[src/rtl/key_encoder_pkg.sv]
// key_encoder_pkg: protobuf wire-type codes, encoder FSM states and varint
// byte-count helpers shared by the key encoder and its serializer.
package key_encoder_pkg;

  localparam logic [2:0] WT_VARINT = 3'd0;
  localparam logic [2:0] WT_I64    = 3'd1;
  localparam logic [2:0] WT_LEN    = 3'd2;
  localparam logic [2:0] WT_SGROUP = 3'd3;
  localparam logic [2:0] WT_EGROUP = 3'd4;
  localparam logic [2:0] WT_I32    = 3'd5;

  typedef enum logic [1:0] {
    ST_IDLE,
    ST_KEY,
    ST_LEN
  } enc_state_t;

  // Codes 6 and 7 are unassigned in the protobuf wire format.
  function automatic logic wire_type_ok(input logic [2:0] wt);
    return wt inside {WT_VARINT, WT_I64, WT_LEN, WT_SGROUP, WT_EGROUP, WT_I32};
  endfunction

  function automatic int key_max_bytes(input int field_w);
    return (field_w + 3 + 6) / 7;
  endfunction

  function automatic int len_max_bytes(input int len_w);
    return (len_w + 6) / 7;
  endfunction

endpackage

[src/rtl/key_encoder_if.sv]
// key_encoder_if: request handshake plus the outgoing header byte stream.
interface key_encoder_if #(
  parameter int FIELD_W = 29,
  parameter int LEN_W   = 16
);
  logic               io_in_valid;
  logic               io_in_ready;
  logic [FIELD_W-1:0] io_field_number;
  logic [2:0]         io_wire_type;
  logic [LEN_W-1:0]   io_value_size;
  logic               io_out_valid;
  logic               io_out_ready;
  logic [7:0]         io_out_data;
  logic               io_out_last;
  logic               io_done;
  logic [7:0]         io_bytes_written;
  logic               io_error;

  modport slave (
    input  io_in_valid, io_field_number, io_wire_type, io_value_size, io_out_ready,
    output io_in_ready, io_out_valid, io_out_data, io_out_last, io_done,
           io_bytes_written, io_error
  );

  modport master (
    output io_in_valid, io_field_number, io_wire_type, io_value_size, io_out_ready,
    input  io_in_ready, io_out_valid, io_out_data, io_out_last, io_done,
           io_bytes_written, io_error
  );
endinterface

[src/rtl/key_encoder_varint_serializer.sv]
// key_encoder_varint_serializer: holds a value and presents it as varint
// bytes, LSB group first, shifting one 7-bit group out per advance.
module key_encoder_varint_serializer #(
  parameter int W = 32
) (
  input  logic         clk,
  input  logic         rst_n,
  input  logic         load,
  input  logic [W-1:0] load_value,
  input  logic         advance,
  output logic [7:0]   byte_data,
  output logic         last
);

  logic [W-1:0] value_q;

  always_ff @(posedge clk or negedge rst_n) begin
    if (!rst_n) begin
      value_q <= '0;
    end else if (load) begin
      value_q <= load_value;
    end else if (advance) begin
      value_q <= value_q >> 7;
    end
  end

  // A zero value still yields one byte: 0x00 with last set.
  assign last      = ~|value_q[W-1:7];
  assign byte_data = {~last, value_q[6:0]};

endmodule

[src/rtl/key_encoder.sv]
// key_encoder: serializes {field_number, wire_type} as a varint key, followed
// by a varint length for wire type 2 when KEY_ENCODER_LEN_EN is defined.
module key_encoder
  import key_encoder_pkg::*;
#(
  parameter int FIELD_W = 29,
  parameter int LEN_W   = 16
) (
  input logic          clock,
  input logic          reset,
  key_encoder_if.slave bus
);

  localparam int KEY_W = FIELD_W + 3;
  localparam int SER_W = (KEY_W > LEN_W) ? KEY_W : LEN_W;
`ifdef KEY_ENCODER_LEN_EN
  localparam int HDR_BYTES = key_max_bytes(FIELD_W) + len_max_bytes(LEN_W);
`else
  localparam int HDR_BYTES = key_max_bytes(FIELD_W);
`endif

  enc_state_t       state;
  logic             error_q;
  logic [7:0]       byte_count;
  logic [7:0]       next_count;
  logic             accept;
  logic             bad_request;
  logic             transfer;
  logic             final_byte;
  logic             load;
  logic             advance;
  logic [SER_W-1:0] load_value;
  logic [7:0]       ser_byte;
  logic             ser_last;

`ifdef KEY_ENCODER_LEN_EN
  logic             len_pending;
  logic [LEN_W-1:0] len_q;
`else
  logic             unused_value_size;
  assign unused_value_size = ^bus.io_value_size;
`endif

  assign accept      = bus.io_in_valid && (state == ST_IDLE);
  assign bad_request = !wire_type_ok(bus.io_wire_type) || (bus.io_field_number == '0);
  assign transfer    = (state != ST_IDLE) && bus.io_out_ready;
  assign next_count  = (byte_count == 8'(HDR_BYTES)) ? byte_count : byte_count + 8'd1;

`ifdef KEY_ENCODER_LEN_EN
  assign final_byte = ser_last && ((state == ST_LEN) || !len_pending);
`else
  assign final_byte = ser_last;
`endif

  // The single serializer is loaded with the key on accept and reloaded with
  // the length on the final key byte, so key and length run without a bubble.
  always_comb begin
    load       = 1'b0;
    load_value = '0;
    if (accept && !bad_request) begin
      load       = 1'b1;
      load_value = SER_W'({bus.io_field_number, bus.io_wire_type});
    end
`ifdef KEY_ENCODER_LEN_EN
    else if (transfer && (state == ST_KEY) && ser_last && len_pending) begin
      load       = 1'b1;
      load_value = SER_W'(len_q);
    end
`endif
  end

  assign advance = transfer && !load;

  key_encoder_varint_serializer #(
    .W(SER_W)
  ) u_varint_serializer (
    .clk       (clock),
    .rst_n     (reset),
    .load      (load),
    .load_value(load_value),
    .advance   (advance),
    .byte_data (ser_byte),
    .last      (ser_last)
  );

  // Header sequencing: accept or reject in IDLE, then stream key (and length).
  always_ff @(posedge clock or negedge reset) begin
    if (!reset) begin
      state      <= ST_IDLE;
      error_q    <= 1'b0;
      byte_count <= 8'd0;
`ifdef KEY_ENCODER_LEN_EN
      len_pending <= 1'b0;
      len_q       <= '0;
`endif
    end else begin
      error_q <= 1'b0;
      case (state)
        ST_IDLE: begin
          if (accept) begin
            if (bad_request) begin
              error_q <= 1'b1;
            end else begin
              state      <= ST_KEY;
              byte_count <= 8'd0;
`ifdef KEY_ENCODER_LEN_EN
              len_pending <= (bus.io_wire_type == WT_LEN);
              len_q       <= bus.io_value_size;
`endif
            end
          end
        end
        ST_KEY: begin
          if (transfer) begin
            byte_count <= next_count;
            if (ser_last) begin
`ifdef KEY_ENCODER_LEN_EN
              state <= len_pending ? ST_LEN : ST_IDLE;
`else
              state <= ST_IDLE;
`endif
            end
          end
        end
`ifdef KEY_ENCODER_LEN_EN
        ST_LEN: begin
          if (transfer) begin
            byte_count <= next_count;
            if (ser_last) begin
              state <= ST_IDLE;
            end
          end
        end
`endif
        default: state <= ST_IDLE;
      endcase
    end
  end

  assign bus.io_in_ready      = (state == ST_IDLE);
  assign bus.io_out_valid     = (state != ST_IDLE);
  assign bus.io_out_data      = bus.io_out_valid ? ser_byte : 8'h00;
  assign bus.io_out_last      = bus.io_out_valid && final_byte;
  assign bus.io_done          = bus.io_out_valid && bus.io_out_ready && final_byte;
  assign bus.io_bytes_written = bus.io_done ? byte_count + 8'd1 : 8'd0;
  assign bus.io_error         = error_q;

endmodule

[src/flat_wrapper.sv]
// flat-port wrapper written by rule: the top's interface ports become plain ports
module key_encoder_flat import key_encoder_pkg::*;
#(
  parameter int FIELD_W = 29,
  parameter int LEN_W   = 16
)
  (clock, reset, bus_io_in_valid, bus_io_field_number, bus_io_wire_type, bus_io_value_size, bus_io_out_ready, bus_io_in_ready, bus_io_out_valid, bus_io_out_data, bus_io_out_last, bus_io_done, bus_io_bytes_written, bus_io_error);
  key_encoder_if #(.FIELD_W(FIELD_W), .LEN_W(LEN_W)) bus_i ();
  input logic clock;
  input logic reset;
  input wire logic [$bits(bus_i.io_in_valid)-1:0] bus_io_in_valid;
  input wire logic [$bits(bus_i.io_field_number)-1:0] bus_io_field_number;
  input wire logic [$bits(bus_i.io_wire_type)-1:0] bus_io_wire_type;
  input wire logic [$bits(bus_i.io_value_size)-1:0] bus_io_value_size;
  input wire logic [$bits(bus_i.io_out_ready)-1:0] bus_io_out_ready;
  output wire logic [$bits(bus_i.io_in_ready)-1:0] bus_io_in_ready;
  output wire logic [$bits(bus_i.io_out_valid)-1:0] bus_io_out_valid;
  output wire logic [$bits(bus_i.io_out_data)-1:0] bus_io_out_data;
  output wire logic [$bits(bus_i.io_out_last)-1:0] bus_io_out_last;
  output wire logic [$bits(bus_i.io_done)-1:0] bus_io_done;
  output wire logic [$bits(bus_i.io_bytes_written)-1:0] bus_io_bytes_written;
  output wire logic [$bits(bus_i.io_error)-1:0] bus_io_error;
  assign bus_i.io_in_valid = bus_io_in_valid;
  assign bus_i.io_field_number = bus_io_field_number;
  assign bus_i.io_wire_type = bus_io_wire_type;
  assign bus_i.io_value_size = bus_io_value_size;
  assign bus_i.io_out_ready = bus_io_out_ready;
  assign bus_io_in_ready = bus_i.io_in_ready;
  assign bus_io_out_valid = bus_i.io_out_valid;
  assign bus_io_out_data = bus_i.io_out_data;
  assign bus_io_out_last = bus_i.io_out_last;
  assign bus_io_done = bus_i.io_done;
  assign bus_io_bytes_written = bus_i.io_bytes_written;
  assign bus_io_error = bus_i.io_error;
  key_encoder #(.FIELD_W(FIELD_W), .LEN_W(LEN_W)) u_core (.clock(clock), .reset(reset), .bus(bus_i));
endmodule
[config.mk]
export PLATFORM = sky130hd
export DESIGN_NAME = key_encoder_flat
export DESIGN_NICKNAME = d
export VERILOG_FILES = /design/src/rtl/key_encoder_pkg.sv /design/src/rtl/key_encoder_if.sv /design/src/rtl/key_encoder_varint_serializer.sv /design/src/rtl/key_encoder.sv /design/src/flat_wrapper.sv
export SDC_FILE = /design/constraint.sdc
export NUM_CORES = 1
export LEC_CHECK = 0
export CORE_AREA = 4 4 91 93
export DETAILED_ROUTE_END_ITERATION = 12
export DIE_AREA = 0 0 95 97
export PLACE_DENSITY = 0.63
export SYNTH_ARGS = -nofsm -noshare
export SYNTH_HDL_FRONTEND = slang
export SYNTH_HIERARCHICAL = 1
export SYNTH_SLANG_ARGS = --single-unit
[constraint.sdc]
create_clock -name clock -period 2 [get_ports clock]
set_input_delay 0.3 -clock clock [delete_from_list [all_inputs] [get_ports clock]]
set_output_delay 0.3 -clock clock [all_outputs]
set_load 0.02 [all_outputs]
* Yosys cells after proc, flatten, opt, wreduce, memory -nomap -nowiden
Index checks and enable logic that the tools add are counted.
** Operators by class
- Add/sub/neg operators :: 1
- Eq/ne operators :: 12
- Mux-type cells :: 19
- Reductions and logical operators :: 21
** Operator list (number)
- $mux W32 :: 3
- $mux W8 :: 6
- $logic_not A29 Y1 :: 1
- $reduce_or A25 Y1 :: 1
- $pmux W8 S2 :: 1
- $add A8 B1 Y8 const B :: 1
- $eq A8 B3 Y1 const B :: 1
- $mux W2 :: 4
- $eq A3 B2 Y1 const B :: 2
- $eq A3 B3 Y1 const B :: 2
- $logic_and A1 B1 Y1 :: 6
- $ne A2 B2 Y1 const B :: 3
- $reduce_bool A2 Y1 :: 3
- $reduce_bool A6 Y1 :: 1
- $reduce_and A5 Y1 :: 1
- $logic_not A1 Y1 :: 4
- $mux W1 :: 4
- $ne A2 B1 Y1 const B :: 2
- $pmux W2 S2 :: 1
- $reduce_and A4 Y1 :: 1
- $eq A3 B1 Y1 const B :: 1
- $logic_not A3 Y1 :: 1
- $eq A2 B1 Y1 const B :: 1
- $logic_not A2 Y1 :: 1
- $logic_or A1 B1 Y1 :: 1
** Storage, ports and cells
- Register bits after elaboration :: 43
- Word-level logic and storage cells :: 57

* Depth between registers and ports, before layout
Gate-level depths: netlist of run 1.
- Depth in word-level cells :: 11
- Mapped depth :: 9

* Modules after synthesis
Netlist of run 1, hierarchy kept.
** Modules (own cells, without submodules)
- key_encoder_varint_serializer :: times used 1, cells each 157, area an instance 1570.3 um^2
- key_encoder :: times used 1, cells each 130, area an instance 988.4 um^2

* Least setup slack after synthesis of run 1
No wires, ideal clock.
- Path kind :: reg-to-output
- Start point :: reg u_core.u_varint_serializer.value_q[31]
- End point :: out bus_io_bytes_written[3]
- Arrival time :: 1764 ps
- Required time :: 1700 ps
- Setup slack :: -64 ps
- Stages on the path, launching flop included :: 8
- Buffers on the path :: 0
- Path through :: dfrtp_1 > nor4_1 > nand4_1 > nor2_1 > and2_1 > nand2_1 > inv_1 > o21a_1
** On the way
- Cells in the longest elaborated chain, start to end :: 4
** RTL lines
- start: declaration :: RTL line key_encoder_varint_serializer.sv:15 : logic [W-1:0] value_q;
- start signal: assignment :: RTL line key_encoder_varint_serializer.sv:21 : value_q <= load_value;
- start signal: assignment :: RTL line key_encoder_varint_serializer.sv:23 : value_q <= value_q >> 7;
- $reduce_or A25 Y1 :: RTL line key_encoder_varint_serializer.sv:28 : assign last = ~|value_q[W-1:7];
- $logic_not A1 Y1 :: RTL line key_encoder_varint_serializer.sv:28
- net u_core.final_byte :: RTL line key_encoder.sv:29 : logic final_byte;
- $logic_and A1 B1 Y1 :: RTL line key_encoder.sv:144 : assign bus.io_done = bus.io_out_valid && bus.io_out_ready && final_byte;
- net bus_io_done :: RTL line flat_wrapper.sv:20 : output wire logic [$bits(bus_i.io_done)-1:0] bus_io_done;
- $mux W8 :: RTL line key_encoder.sv:145 : assign bus.io_bytes_written = bus.io_done ? byte_count + 8'd1 : 8'd0;
- end: declaration :: RTL line flat_wrapper.sv:21 : output wire logic [$bits(bus_i.io_bytes_written)-1:0] bus_io_bytes_written;
The timed path passes the listed nets, and every way through them passes these cells.

* Worst setup path after layout of run 1
- Start point :: reg u_core.u_varint_serializer.value_q[26]
- End point :: out bus_io_bytes_written[4]
** On the way
- Cells in the longest elaborated chain, start to end :: 4
** RTL lines (RTL line)
- $reduce_or A25 Y1 :: key_encoder_varint_serializer.sv:28
- $logic_not A1 Y1 :: key_encoder_varint_serializer.sv:28
- net u_core.final_byte :: key_encoder.sv:29
- $logic_and A1 B1 Y1 :: key_encoder.sv:144
- $mux W8 :: key_encoder.sv:145
The timed path passes the listed nets, and every way through them passes these cells.

==> results.txt, run 1 <==
----------------------------------------------------
[Power and ir drop]
  Power consumption ... 0.00381 W
  Leak ... 1.81 nW
  Cell area power density ... 1000 nW/um^2
  Largest vdd supply drop ... 331 uV

[Clock network]
  Cell at the root of the clock tree ... sky130_fd_sc_hd__clkbuf_8
  CTS H-Tree Depth ... 2
  Number of buffers on the longest clock path ... 2
  TritonCTS clock tree ... built
  Worst-skew pair later-pin latency ... 0.28 ns
  Sinks on the clock net ... 42
  TritonCTS buffer count ... 5
  Clock slew at the register clock pins of the worst setup and hold paths ... 0.07 ns

[Floorplanning]
  Area of the die ... 9220 um^2
  Initial standard-cell utilization of the core ... 34.0%
  Vertical die dimension ... 97 um
  Width of the die ... 95 um
  Placeable Area ... 7530 um^2
  Number of top-level pins ... 73
  Site Rows ... 32

[Timing]
  Final critical path time including I/O delays and setup ... 2.19 ns
  RSZ-0062 raised after global routing ... yes
  Skew final ... 0.00538 ns
  Number of hold violations in the final report ... 0
  Number of pins with negative max-slew slack in the final report ... 0
  Slew @ Worst Pin ... 0.548 ns
  Highest Clock Rate ... 456 MHz
  Final setup violation count ... 10
  Worst Setup Slack, final ... -0.191 ns
  Fin Hold WS ... 0.0799 ns
  Period utilization ... 110%
  Headroom to the max-slew limit ... 63.4%

[Synthesis]
  Flop and latch count out of synthesis ... 42
  Ys Warns ... 6
  Sequential fraction of the synthesis area ... 41.1%
  Async set-or-reset flop fraction in the synthesized netlist ... 100%
  Post-synth EDFFs ... 0
  Total standard cell area after synthesis ... 2560 um^2
  Post-Syn Instances ... 287
  Number of different library cells in the post-synthesis netlist ... 34
  Leading register cell type out of synthesis ... sky130_fd_sc_hd__dfrtp_1
  Average instance area after synthesis ... 8.92 um^2
  Nets in the synthesized netlist ... 341

[GRT]
  Largest net degree at the start of global routing ... 43
  Via count of the first global-routing pass ... 2377
  Overall global routing resource usage ... 15.2%
  Grt total ovfl ... 0
  First-pass GRT wire length ... 11300 um
  Antenna violations before repair ... 0

[Layout]
  Number of standard cells in the final layout excluding fillers ... 489
  Diodes inserted ... 0
  Final #Nets ... 442
  Layout cells sized above 1 ... 27.6%
  Area growth syn-to-layout ... 48.9%

[Place]
  Hpwl dp ... 4720 um
  Cells after DPL ... 467
  Worst Setup Slack post-DPL ... -0.508 ns
  Number of buffers inserted by port buffering ... 56
  Placer congestion estimate ... 0.843

[Hold path]
  Type of the tightest min-delay check ... input pin to async pin

[Setup path]
  Kind of capture point of the worst setup path ... primary output
  Crit path required time ... 1.70 ns
  Setup crit start kind ... flip-flop
  Largest fanout on the critical path ... 8
  Arrival time worst endpoint ... 1.89 ns
  Classification of the worst setup path ... flip-flop to primary output

[Drt]
  Via count of the routed design ... 2333
  Residual antenna-violating net count after detailed routing ... 0
  Post-detailed-route DRC marker count ... 0
  Drt initial violations ... 74
  Number of detailed-route iterations in the first pass ... 4
  Detail-routed via count per cell ... 4.77
  Final wirelength ... 6780 um
  Routed length per placed instance ... 13.9 um

[Outcome]
  Run status ... finished with violations
  Violated checks ... negative setup slack

[Run]
  MaxCap Viol Count ... 0

----------------------------------------------------
-- critical path: stages (launching register included) --
cell                      delay, ns
sky130_fd_sc_hd__dfrtp_1       0.39
sky130_fd_sc_hd__nor4_2        0.29
sky130_fd_sc_hd__nand4_1       0.18
sky130_fd_sc_hd__nor2_1        0.16
sky130_fd_sc_hd__and2_4        0.20
sky130_fd_sc_hd__nand2_8       0.08
sky130_fd_sc_hd__inv_4         0.07
sky130_fd_sc_hd__o21a_1        0.14
sky130_fd_sc_hd__buf_6         0.12
-- area by class of cell --
| type | count | area [um^2] |
|---|---|---|
| repair buffers | 118 | 1130 |
| well taps | 102 | 128 |
| fillers | 711 | 3720 |
| inverters | 4 | 17.5 |
| clock buffers | 6 | 82.6 |
| flip-flops and latches | 42 | 1050 |
| multi-input cells | 217 | 1410 |
-- cells in the mapped netlist (2+ instances only) --
library cell                n  area (um^2)
sky130_fd_sc_hd__buf_6      6         67.6
sky130_fd_sc_hd__and2_1    42          263
sky130_fd_sc_hd__nor4_1    11         68.8
sky130_fd_sc_hd__buf_2      3         15.0
sky130_fd_sc_hd__xnor2_1    2         17.5
sky130_fd_sc_hd__o21ai_2    4         35.0
sky130_fd_sc_hd__o21ai_0   34          170
sky130_fd_sc_hd__nand4_1    3         18.8
sky130_fd_sc_hd__o21bai_1   2         15.0
sky130_fd_sc_hd__nand2b_1   6         37.5
sky130_fd_sc_hd__o21a_1     2         15.0
sky130_fd_sc_hd__a21oi_1    3         15.0
sky130_fd_sc_hd__o22ai_1    4         25.0
sky130_fd_sc_hd__ha_1       2         25.0
sky130_fd_sc_hd__nor3_1     3         15.0
sky130_fd_sc_hd__nand3_1    3         15.0
sky130_fd_sc_hd__nor2_1    11         41.3
sky130_fd_sc_hd__buf_4     12         90.1
sky130_fd_sc_hd__mux2i_1   25          250
sky130_fd_sc_hd__nand2_1   47          176
sky130_fd_sc_hd__inv_1      4         15.0
sky130_fd_sc_hd__or2b_1     3         22.5
sky130_fd_sc_hd__clkbuf_1   3         11.3
sky130_fd_sc_hd__dfrtp_1   42         1050
-- kinds of logic after synthesis --
kind of cell | after synthesis | share of synthesized area (%)
AOI/OAI and AO/OA | 53 | 12.3
xor gates and xnor gates | 2 | 0.685
muxes | 25 | 9.78
and+or+nand+nor | 135 | 27.4
buffers and inverters | 28 | 7.77
DFF | 42 | 41.1
adders and majority gates | 2 | 0.978
-- registers in the layout, indices dropped and copies added (netlist names) --
name	flops
u_core/state	1
u_core/u_varint_serializer/value_q	32
u_core/bus.io_error	1
u_core/byte_count	8
-- timing repair --
item                                    CTS  global route
endpoints found under the setup margin   38            51
pin swaps                                14            14
setup buffers                             8             4
hold buffers                              0             0
gates cloned                              4             0
gates resized for setup                  98            28
-- metal layers --
metal	track usage, %	up-vias	routed length [um]
met4	4.66	0	139
met5	0	-	0
met1	21.1	1088	3190
li1	-	1170	-
met2	23.9	63	3110
met3	2.95	12	340
-- per-stage QoR --
| stage | utilization [%] | setup TNS [ns] | cell area (um^2) |
|---|---|---|---|
| finish | 50.6 | -1.46 | 3810 |
| global route | 50.6 | -2.55 | 3810 |
| CTS | 49.4 | -1.36 | 3720 |
| detailed placement | 45.7 | -17.07 | 3440 |
| global placement | 45.7 | -16.06 | 3440 |
| floorplan | - | 0 | 2560 |
-- power breakdown --
group	internal, W	switching [W]	leakage (nW)
combinational	0.00118	0.00101	1.19
clock	0.000266	0.000264	0.0431
sequential	0.000990	0.0000984	0.576
-- path summary, 6_finish.rpt --
path                                                         from                                     end  slack [ns]  cells after the start
max in group asynchronous                                   reset  u_core/u_varint_serializer/value_q[31]        1.54                      2
max                        u_core/u_varint_serializer/value_q[26]                 bus_io_bytes_written[4]       -0.19                      8
max reg2reg                u_core/u_varint_serializer/value_q[26]                         u_core/state[0]        0.19                     10
min in group clock                        bus_io_field_number[10]  u_core/u_varint_serializer/value_q[13]        0.41                      4
min                                                         reset   u_core/u_varint_serializer/value_q[4]        0.08                      2
min reg2reg                 u_core/u_varint_serializer/value_q[5]   u_core/u_varint_serializer/value_q[5]        0.55                      2
-- layout by cell type, fill, tap and decap left out, types with 2 or more instances in the layout --
cell	Yosys	layout
sky130_fd_sc_hd__o21bai_1	2	2
sky130_fd_sc_hd__nor4_2	0	11
sky130_fd_sc_hd__buf_16	0	2
sky130_fd_sc_hd__o21ai_2	4	4
sky130_fd_sc_hd__or2b_1	3	3
sky130_fd_sc_hd__clkbuf_8	0	6
sky130_fd_sc_hd__dlymetal6s2s_1	0	8
sky130_fd_sc_hd__buf_4	12	57
sky130_fd_sc_hd__clkdlybuf4s15_1	0	3
sky130_fd_sc_hd__o21ai_0	34	23
sky130_fd_sc_hd__a21oi_1	3	3
sky130_fd_sc_hd__xnor2_1	2	2
sky130_fd_sc_hd__dfrtp_1	42	42
sky130_fd_sc_hd__o22ai_1	4	4
sky130_fd_sc_hd__and2_1	42	40
sky130_fd_sc_hd__nor2_1	11	11
sky130_fd_sc_hd__buf_6	6	9
sky130_fd_sc_hd__nor3_1	3	2
sky130_fd_sc_hd__buf_12	0	3
sky130_fd_sc_hd__buf_2	3	2
sky130_fd_sc_hd__dlygate4sd2_1	0	13
sky130_fd_sc_hd__ha_1	2	2
sky130_fd_sc_hd__clkdlybuf4s50_1	0	19
sky130_fd_sc_hd__nand2_1	47	45
sky130_fd_sc_hd__o21a_1	2	2
sky130_fd_sc_hd__nand2b_1	6	6
sky130_fd_sc_hd__nand3_1	3	3
sky130_fd_sc_hd__o21ai_1	0	11
sky130_fd_sc_hd__inv_1	4	3
sky130_fd_sc_hd__and2_4	1	3
sky130_fd_sc_hd__nand4_1	3	3
sky130_fd_sc_hd__mux2i_1	25	25
Note: power is estimated with default switching activity, not from simulation.
==> run 2: changes to the inputs <==
CAP_MARGIN = 20   (was not set)
GPL_TIMING_DRIVEN = 0   (was not set)
SLEW_MARGIN = 10   (was not set)
==> results.txt, run 2 (synthesized netlist as in run 1, its figures left out) <==
----------------------------------------------------
[Setup path]
  Largest fanout on the critical path ... 8 (unchanged)
  Crit path required time ... 1.70 ns (about the same)
  RR Endpoint ... u_core/u_varint_serializer/value_q[10] (was u_core/state[0])
  Setup crit start kind ... flip-flop (unchanged)
  FF-to-FF path depth ... 5 (was 10)
  Arrival time worst endpoint ... 1.89 ns (about the same)
  CP startpoint ... u_core/u_varint_serializer/value_q[31] (was u_core/u_varint_serializer/value_q[26])
  RR Startpoint ... u_core/state[0] (was u_core/u_varint_serializer/value_q[26])
  CP endpoint ... bus_io_bytes_written[4] (unchanged)
  Kind of capture point of the worst setup path ... primary output (unchanged)
  Classification of the worst setup path ... flip-flop to primary output (unchanged)
  Reg-to-reg slack, setup ... 0.33 ns (was 0.19 ns)

[Floorplanning]
  Area of the die ... 9220 um^2 (unchanged)
  Number of top-level pins ... 73 (unchanged)
  Site Rows ... 32 (unchanged)
  Vertical die dimension ... 97 um (unchanged)
  Placeable Area ... 7530 um^2 (unchanged)
  Width of the die ... 95 um (unchanged)
  Initial standard-cell utilization of the core ... 34.0% (unchanged)

[Power and ir drop]
  Cell area power density ... 961 nW/um^2 (was 1000 nW/um^2)
  Power consumption ... 0.00348 W (was 0.00381 W)
  Leak ... 1.72 nW (was 1.81 nW)
  Largest vdd supply drop ... 276 uV (was 331 uV)

[Clock network]
  Clock slew at the register clock pins of the worst setup and hold paths ... 0.07 ns (about the same)
  CTS H-Tree Depth ... 2 (unchanged)
  Cell at the root of the clock tree ... sky130_fd_sc_hd__clkbuf_8 (unchanged)
  Number of buffers on the longest clock path ... 2 (unchanged)
  Sinks on the clock net ... 42 (unchanged)
  TritonCTS buffer count ... 5 (unchanged)
  TritonCTS clock tree ... built (unchanged)
  Worst-skew pair later-pin latency ... 0.29 ns (was 0.28 ns)

[Layout]
  Number of fill cells ... 755 (was 711)
  Registers with the highest flip-flop counts ... u_core/u_varint_serializer/value_q: 32 flops, u_core/byte_count: 8 flops (unchanged)
  Diodes inserted ... 0 (unchanged)
  Final instance area ... 3620 um^2 (was 3810 um^2)
  Register with the highest flop count ... u_core/u_varint_serializer/value_q (unchanged)
  Most used cells in the layout excluding fill and tap cells ... sky130_fd_sc_hd__nand2_1 (45), sky130_fd_sc_hd__and2_1 (41), sky130_fd_sc_hd__dfrtp_1 (41) (was sky130_fd_sc_hd__buf_4 (57), sky130_fd_sc_hd__nand2_1 (45), sky130_fd_sc_hd__dfrtp_1 (42))
  Area growth syn-to-layout ... 41.5% (was 48.9%)
  Most common cell after layout, fill and taps aside ... sky130_fd_sc_hd__nand2_1 (was sky130_fd_sc_hd__buf_4)
  Max FFs per register ... 32 (unchanged)
  Final #Nets ... 418 (was 442)
  Layout cells sized above 1 ... 21.4% (was 27.6%)

[Drt]
  Routed length per placed instance ... 14.9 um (was 13.9 um)
  Drt initial violations ... 132 (was 74)
  Detail-routed via count per cell ... 4.87 (was 4.77)
  Number of detailed-route iterations in the first pass ... 4 (unchanged)
  Final wirelength ... 6950 um (was 6780 um)
  Via count of the routed design ... 2268 (was 2333)
  Post-detailed-route DRC marker count ... 0 (unchanged)
  Residual antenna-violating net count after detailed routing ... 0 (unchanged)

[Run]
  MaxCap Viol Count ... 0 (unchanged)

[Timing]
  Number of pins with negative max-slew slack in the final report ... 0 (unchanged)
  RSZ-0062 raised after global routing ... yes (unchanged)
  Skew final ... 0.00473 ns (was 0.00538 ns)
  Headroom to the max-slew limit ... 73.0% (was 63.4%)
  Worst Setup Slack, final ... -0.187 ns (was -0.191 ns)
  Final critical path time including I/O delays and setup ... 2.19 ns (about the same)
  Final setup violation count ... 11 (was 10)
  Number of hold violations in the final report ... 0 (unchanged)
  Highest Clock Rate ... 457 MHz (was 456 MHz)
  Fin Hold WS ... 0.389 ns (was 0.0799 ns)
  Total Neg Setup Slack ... -1.29 ns (was -1.46 ns)
  Period utilization ... 109% (was 110%)
  Slew @ Worst Pin ... 0.405 ns (was 0.548 ns)

[Place]
  Worst Setup Slack post-DPL ... -0.766 ns (was -0.508 ns)
  Placed instance area ... 3260 um^2 (was 3440 um^2)
  Hpwl dp ... 5090 um (was 4720 um)
  Placer congestion estimate ... 0.843 (about the same)
  Number of buffers inserted by port buffering ... 56 (unchanged)

[Hold path]
  Startpoint of the most critical hold path ... bus_io_field_number[14]
  Type of the tightest min-delay check ... input pin to flip-flop (was input pin to async pin)

[GRT]
  Antenna violations before repair ... 0 (unchanged)
  Via count of the first global-routing pass ... 2264 (was 2377)
  Largest net degree at the start of global routing ... 29 (was 43)
  First-pass GRT wire length ... 11200 um (was 11300 um)
  Grt total ovfl ... 0 (unchanged)
  Overall global routing resource usage ... 15.4% (was 15.2%)

[Outcome]
  Violated checks ... negative setup slack (unchanged)
  Run status ... finished with violations (unchanged)

----------------------------------------------------
-- run 2: final cells by class --
type                       instances  area (um^2)  share of cell area, %
multi-input combinational        217         1410                   39.0
sequential                        42         1050                   29.1
timing repair buffer              72          729                   20.1
buffer                            22          205                   5.67
tap                              102          128                   3.52
clock buffer                       7         76.3                   2.11
inverter                           4         17.5                  0.484
-- run 2: critical path, stage by stage, from the launching register on --
cell and delay, ns:
sky130_fd_sc_hd__dfrtp_1 0.41, sky130_fd_sc_hd__nor4_2 0.29, sky130_fd_sc_hd__nand4_1 0.17, sky130_fd_sc_hd__nor2_1 0.15, sky130_fd_sc_hd__and2_4 0.19, sky130_fd_sc_hd__nand2_8 0.07
sky130_fd_sc_hd__inv_4 0.07, sky130_fd_sc_hd__o21a_1 0.13, sky130_fd_sc_hd__buf_6 0.12
-- run 2: per-stage QoR --
step	util [%]	cells
after global routing	48.1	466
after detailed placement	43.3	446
final	48.1	466
after floorplan	-	287
after global placement	43.1	445
after CTS	45.9	458
-- run 2: worst min path at each step --
| stage | to | cells past startpoint |
|---|---|---|
| after floorplan | u_core/bus.io_error | 0 |
| after global placement | u_core/u_varint_serializer/value_q[3] | 2 |
| after detailed placement | u_core/u_varint_serializer/value_q[4] | 1 |
| after CTS | u_core/u_varint_serializer/value_q[4] | 2 |
| after global routing | u_core/u_varint_serializer/value_q[17] | 4 |
| final | u_core/u_varint_serializer/value_q[17] | 4 |
-- run 2: layer usage --
metal  GRT usage, %  routed length, um
met5              0                  0
met4           5.66                 72
met3           2.33                358
met2           24.0               3310
met1           21.5               3210
-- run 2: repair_timing --
item,in CTS,in global routing
gates resized for setup,80,34
hold endpoints to repair,14,0
setup buffers,4,8
hold buffers,1,0
pin swaps,15,16
setup endpoints to repair,51,59
cloned,2,0
-- run 2: power breakdown --
group	internal (W)	total [W]	switching, W
Combinational	0.000917	0.00181	0.000891
Clock	0.000241	0.000513	0.000273
Sequential	0.000992	0.00116	0.000166
Total	0.00215	0.00348	0.00133
